===== src/rtl/imm_ext_pkg.sv =====
`default_nettype none
// ============================================================================
// Module      : imm_ext_pkg
// Description : Shared constants for immediate extension: mode encodings and
//               default datapath widths.
// Revision    : 1.0 - initial release
// ============================================================================
package imm_ext_pkg;

    // Extension mode encodings driven by the ID-stage decoder
    localparam logic [1:0] IMM_SIGN   = 2'd0;
    localparam logic [1:0] IMM_ZERO   = 2'd1;
    localparam logic [1:0] IMM_UPPER  = 2'd2;
    localparam logic [1:0] IMM_BRANCH = 2'd3;

    // Default widths of the raw immediate and of the datapath
    localparam int IMM_IN_W = 16;
    localparam int DATA_W   = 32;

endpackage : imm_ext_pkg
`default_nettype wire


===== src/rtl/imm_ext_core.sv =====
`default_nettype none
// ============================================================================
// Module      : imm_ext_core
// Description : Combinational immediate extender. Supports sign, zero,
//               upper-immediate and shifted branch-offset extension. Shared
//               between the single-cycle and pipelined datapaths.
// Revision    : 1.0 - initial release
// ============================================================================
module imm_ext_core
    import imm_ext_pkg::*;
#(
    parameter int IN_W     = IMM_IN_W,
    parameter int OUT_W    = DATA_W,
    parameter int BR_SHIFT = 2
) (
    input  logic [IN_W-1:0]  data_i,
    input  logic [1:0]       mode_i,
    output logic [OUT_W-1:0] ext_o
);

    logic [OUT_W-1:0] w_sign;
    logic [OUT_W-1:0] w_zero;
    logic [OUT_W-1:0] w_upper;
    logic [OUT_W-1:0] w_branch;

    assign w_sign   = OUT_W'(signed'(data_i));
    assign w_zero   = OUT_W'(data_i);
    // Shifted-out bits fall off the top; vacated low bits are zero
    assign w_branch = w_sign << BR_SHIFT;

    // Upper placement degenerates to a pass-through when the widths match,
    // which avoids a zero-width padding field
    generate
        if (IN_W == OUT_W) begin : g_upper_full
            assign w_upper = data_i;
        end else begin : g_upper_pad
            assign w_upper = {data_i, {(OUT_W-IN_W){1'b0}}};
        end
    endgenerate

    // Select the extension result for the requested mode
    always_comb begin
        ext_o = w_sign;
        case (mode_i)
            IMM_SIGN:   ext_o = w_sign;
            IMM_ZERO:   ext_o = w_zero;
            IMM_UPPER:  ext_o = w_upper;
            IMM_BRANCH: ext_o = w_branch;
            default:    ext_o = w_sign;
        endcase
    end

endmodule : imm_ext_core
`default_nettype wire


===== src/rtl/imm_extend_pipe.sv =====
`default_nettype none
// ============================================================================
// Module      : imm_extend_pipe
// Description : Pipelined immediate extender with a valid/ready handshake,
//               a registered output stage and a one-entry skid buffer so that
//               ready_o is a pure register output. Synchronous flush squashes
//               both held entries.
// Revision    : 1.0 - initial release
// ============================================================================
module imm_extend_pipe
    import imm_ext_pkg::*;
#(
    parameter int IN_W     = IMM_IN_W,
    parameter int OUT_W    = DATA_W,
    parameter int BR_SHIFT = 2
) (
    input  logic             clk_i,
    input  logic             rst_i,
    input  logic             flush_i,
    input  logic             valid_i,
    output logic             ready_o,
    input  logic [IN_W-1:0]  data_i,
    input  logic [1:0]       mode_i,
    output logic             valid_o,
    input  logic             ready_i,
    output logic [OUT_W-1:0] data_o
);

    logic             r_out_v;
    logic [OUT_W-1:0] r_out_d;
    logic             r_skid_v;
    logic [OUT_W-1:0] r_skid_d;

    logic [OUT_W-1:0] w_ext;
    logic             w_accept;
    logic             w_pop;

    // Extension happens before storage: both registers hold final results
    imm_ext_core #(
        .IN_W     (IN_W),
        .OUT_W    (OUT_W),
        .BR_SHIFT (BR_SHIFT)
    ) u_core (
        .data_i (data_i),
        .mode_i (mode_i),
        .ext_o  (w_ext)
    );

    assign ready_o  = ~r_skid_v;
    assign w_accept = valid_i & ready_o & ~flush_i;
    assign w_pop    = r_out_v & ready_i;

    assign valid_o  = r_out_v;
    assign data_o   = r_out_d;

    // Output register plus skid entry; skid drains into output on a pop
    always_ff @(posedge clk_i) begin
        if (rst_i) begin
            r_out_v  <= 1'b0;
            r_skid_v <= 1'b0;
            r_out_d  <= '0;
            r_skid_d <= '0;
        end else if (flush_i) begin
            // Data registers keep their contents; only validity is squashed
            r_out_v  <= 1'b0;
            r_skid_v <= 1'b0;
        end else if (r_skid_v) begin
            if (w_pop) begin
                r_out_d  <= r_skid_d;
                r_skid_v <= 1'b0;
            end
        end else if (w_accept && (!r_out_v || w_pop)) begin
            r_out_d <= w_ext;
            r_out_v <= 1'b1;
        end else if (w_accept) begin
            r_skid_d <= w_ext;
            r_skid_v <= 1'b1;
        end else if (w_pop) begin
            r_out_v <= 1'b0;
        end
    end

endmodule : imm_extend_pipe
`default_nettype wire


===== config.mk =====
export PLATFORM = sky130hd
export DESIGN_NAME = imm_extend_pipe
export DESIGN_NICKNAME = d
export VERILOG_FILES = /design/src/rtl/imm_ext_pkg.sv /design/src/rtl/imm_ext_core.sv /design/src/rtl/imm_extend_pipe.sv
export SDC_FILE = /design/constraint.sdc
export NUM_CORES = 1
export LEC_CHECK = 0
export ABC_AREA = 1
export BUFFER_PORTS_ARGS = -buffer_cell sky130_fd_sc_hd__buf_2
export CAP_MARGIN = 40
export CORE_UTILIZATION = 30
export CTS_CLUSTER_SIZE = 14
export DETAILED_ROUTE_END_ITERATION = 6
export PLACE_DENSITY = 0.48
export SLEW_MARGIN = 20
export SYNTH_ARGS = -nofsm -noshare
export SYNTH_HDL_FRONTEND = slang
export SYNTH_SLANG_ARGS = --single-unit

===== constraint.sdc =====
create_clock -name clk_i -period 3.09 [get_ports clk_i]
set_input_delay 0.618 -clock clk_i [delete_from_list [all_inputs] [get_ports clk_i]]
set_output_delay 0.618 -clock clk_i [all_outputs]
set_load 0.005 [all_outputs]

==> impl_metrics.ini <==
[routing]
dr.first_iter.drc_count = 158
first_pass_iters = 4
post_drt_via_cell_ratio = 4.636
route.detailed.wl_per_inst_um = 12.75
drc = 0
dr_total_vias = 3384
routed_wl_um = 9308
ant_nets = 0

[run_status]
outcome = complete, no violations

[clocking]
root_buffer = clkbuf_8
h-tree-depth = 3
clock_tree_from_tritoncts = done
clk_path_buf_depth = 2
cts-buffers-inserted = 9
worstSkewPairLatency_ns = 0.34
clock_sink_count = 66
ctsHoldBuffers = 0
clkSlewWorstSetupHoldPaths_ns = 0.07
post_cts_setup_buffer_count = 0
cts_repair_resized_insts = 0

[yosys]
distinct_cell_type_count_of_the_synthesized_netlist = 21
synthesis.area_per_instance_um2 = 6.128
sequential_to_total_area_share_from_yosys_stat = 0.3934
yosys.area.top_type_share = 0.3934
synth_top_cells_by_area = dfxtp_1 (39%), nor2_1 (15%), nand2_1 (15%)
ys_warn_count = 0
mapped_cell_area_um2 = 3358
synth_fp_nets = 571
flip_flop_and_latch_count_after_synthesis = 66
cell_accounting_for_the_most_synthesized_area = dfxtp_1
synth_cells = 548

[run]
drv_cap = 0

[final_layout]
fin_nets = 609
drive_above_1_share = 0.1458
antenna_cells_inserted = 0
syn2layout_area_growth_pct = 17.55
post_layout_nonfiller_instances = 730

[setup_path]
worst_path_largest_cell_delay_ns = 0.43
cp-end-kind = primary output
critPathArrivalTime_ns = 1.45
critPathRequiredTime_ns = 2.47
worstSetupPathType = reg -> out
cp.buffers_inverters = 3
critPathMaxFanout = 46
timing.critical_path.slowest_stage_cell = buf_4
worstPathCellList = inv_2 -> buf_4 -> buf_2
path_delay_family = buffers and inverters
worstSetupStartpointType = flip-flop

[pwr]
power_per_cell_area_nw_per_um2 = 490.9
peakVddDrop_v = 0.0001888
cellLeakagePower_nw = 2.136

[worst_hold_path]
hold_path_class = in -> reg

[floorplan]
pin_count = 57
core-area_um2 = 10890
floorplan.die.width_um = 107.8
core.rowCount = 38
initial_core_util = 0.3084
die_h_um = 107.8
die_outline_area_um2 = 11620

[placement]
port_buffers = 56
dp_worst_setup_slack_ns = 0.7931
placed_cells = 715
placed_wire_length_estimate_um = 6076
place_congestion = 0.7711

[timing]
timing.final.setup_violations = 0
report.final.hold_viol_count = 0
finalCritPeriodShare = 0.6704
timing.fmax_mhz = 482.8
max_slew_margin = 0.5889
final.setup_skew_ns = 0.005058
layout_setup_ws_ns = 1.019
slew_violations = 0
tightestPinTransition_ns = 0.6167
grt_setup_unrepaired = no
final.min_clock_period_ns = 2.071
timing.setup.tns_ns = 0

[grt]
grt_pass1_vias = 3239
grt_use_total = 0.1763
grt_start_max_net_pins = 64
grt_first_pass_wirelength_um = 15860
antenna_violations_before_repair = 0
grt_overflow_total = 0
[worst paths after layout]
| path | startpoint | to | slack [ns] | depth (start not counted) |
|---|---|---|---|---|
| worst min register to register | data_o[1]$_SDFFE_PP0P_ | data_o[1]$_SDFFE_PP0P_ | 0.48 | 2 |
| worst max-delay path | r_skid_v$_SDFF_PP0_ | ready_o | 1.02 | 3 |
| worst min-delay path | rst_i | data_o[1]$_SDFFE_PP0P_ | 0.46 | 2 |
| worst max register to register | valid_o$_SDFFE_PP0P_ | data_o[3]$_SDFFE_PP0P_ | 1.17 | 8 |
[worst register-to-register path: stages (launching register included)]
cell and delay [ns]:
dfxtp_1 0.35, nand2_2 0.10, inv_2 0.05, nor2_4 0.36
nand2_1 0.44, buf_12 0.32, nand2_1 0.08, nand2_1 0.04
nor2_1 0.12
[placed cells by master (no fill, tap or decap)]
cell type	count
nor2_4	1
nand2_1	130
inv_2	3
buf_16	1
clkbuf_8	14
nor2_1	137
buf_12	1
nand3_1	63
dfxtp_1	66
o21a_1	1
o21ai_0	35
inv_1	50
o21ai_1	1
nand3_2	1
nand2_2	2
a31oi_1	13
bufinv_16	1
buf_4	5
nor2_2	1
clkinv_1	2
buf_2	56
a21oi_1	6
[metrics by stage]
step	power, mW	util	hold WS, ns	cell area (µm²)
floorplan	1.062	-	0.4493	3358
global placement	1.140	0.3396	0.4789	3697
detailed placement	1.142	0.3421	0.4620	3725
CTS	1.966	0.3626	0.4441	3948
global route	2.031	0.3626	0.4547	3948
finish	1.938	0.3626	0.4605	3948
[metal layers]
layer,GRT usage,up-vias,part of all wire,routed length (µm)
li1,-,1774,-,-
met1,0.2314,1520,0.48,4478
met2,0.2862,81,0.46,4292
met3,0.02845,9,0.043,402
met4,0.07143,0,0.014,134
met5,0,-,0,0
[area by class of cell]
class / count / area (µm²)
clock inverters: 1 / 30.03
fillers: 1205 / 6940
inverters: 55 / 206.4
repair buffers: 63 / 365.4
multi-input cells: 391 / 1657
clock buffers: 14 / 192.7
well taps: 140 / 175.2
flip-flops and latches: 66 / 1321
[cells by family (layout without fill, tap and decap cells)]
family,Yosys count,count (layout),synth area share
AO/OA/AOI/OAI,56,56,0.08905
flip-flops,66,66,0.3934
buffers and inverters,91,133,0.1133
AND/OR/NAND/NOR,335,335,0.4042
[registers in the layout, indices dropped and copies added (netlist names)]
name and flops:
data_o 32, r_skid_d 32, r_skid_v 1, valid_o 1
[where the power goes]
group / internal (mW) / switching, mW / leakage (nW)
Sequential: 0.876 / 0.0119 / 0.536
Clock: 0.479 / 0.339 / 0.115
Combinational: 0.0831 / 0.148 / 1.49
Total: 1.44 / 0.499 / 2.14
[Yosys cell counts, drive strengths merged]
cell and n:
clkinv 2, nand3 64, inv 53, dfxtp 66, buf 19, clkbuf 17
nand2 132, o21ai 36, nor2 139, o21a 1, a31oi 13, a21oi 6
(Power assumes the default switching activity.)
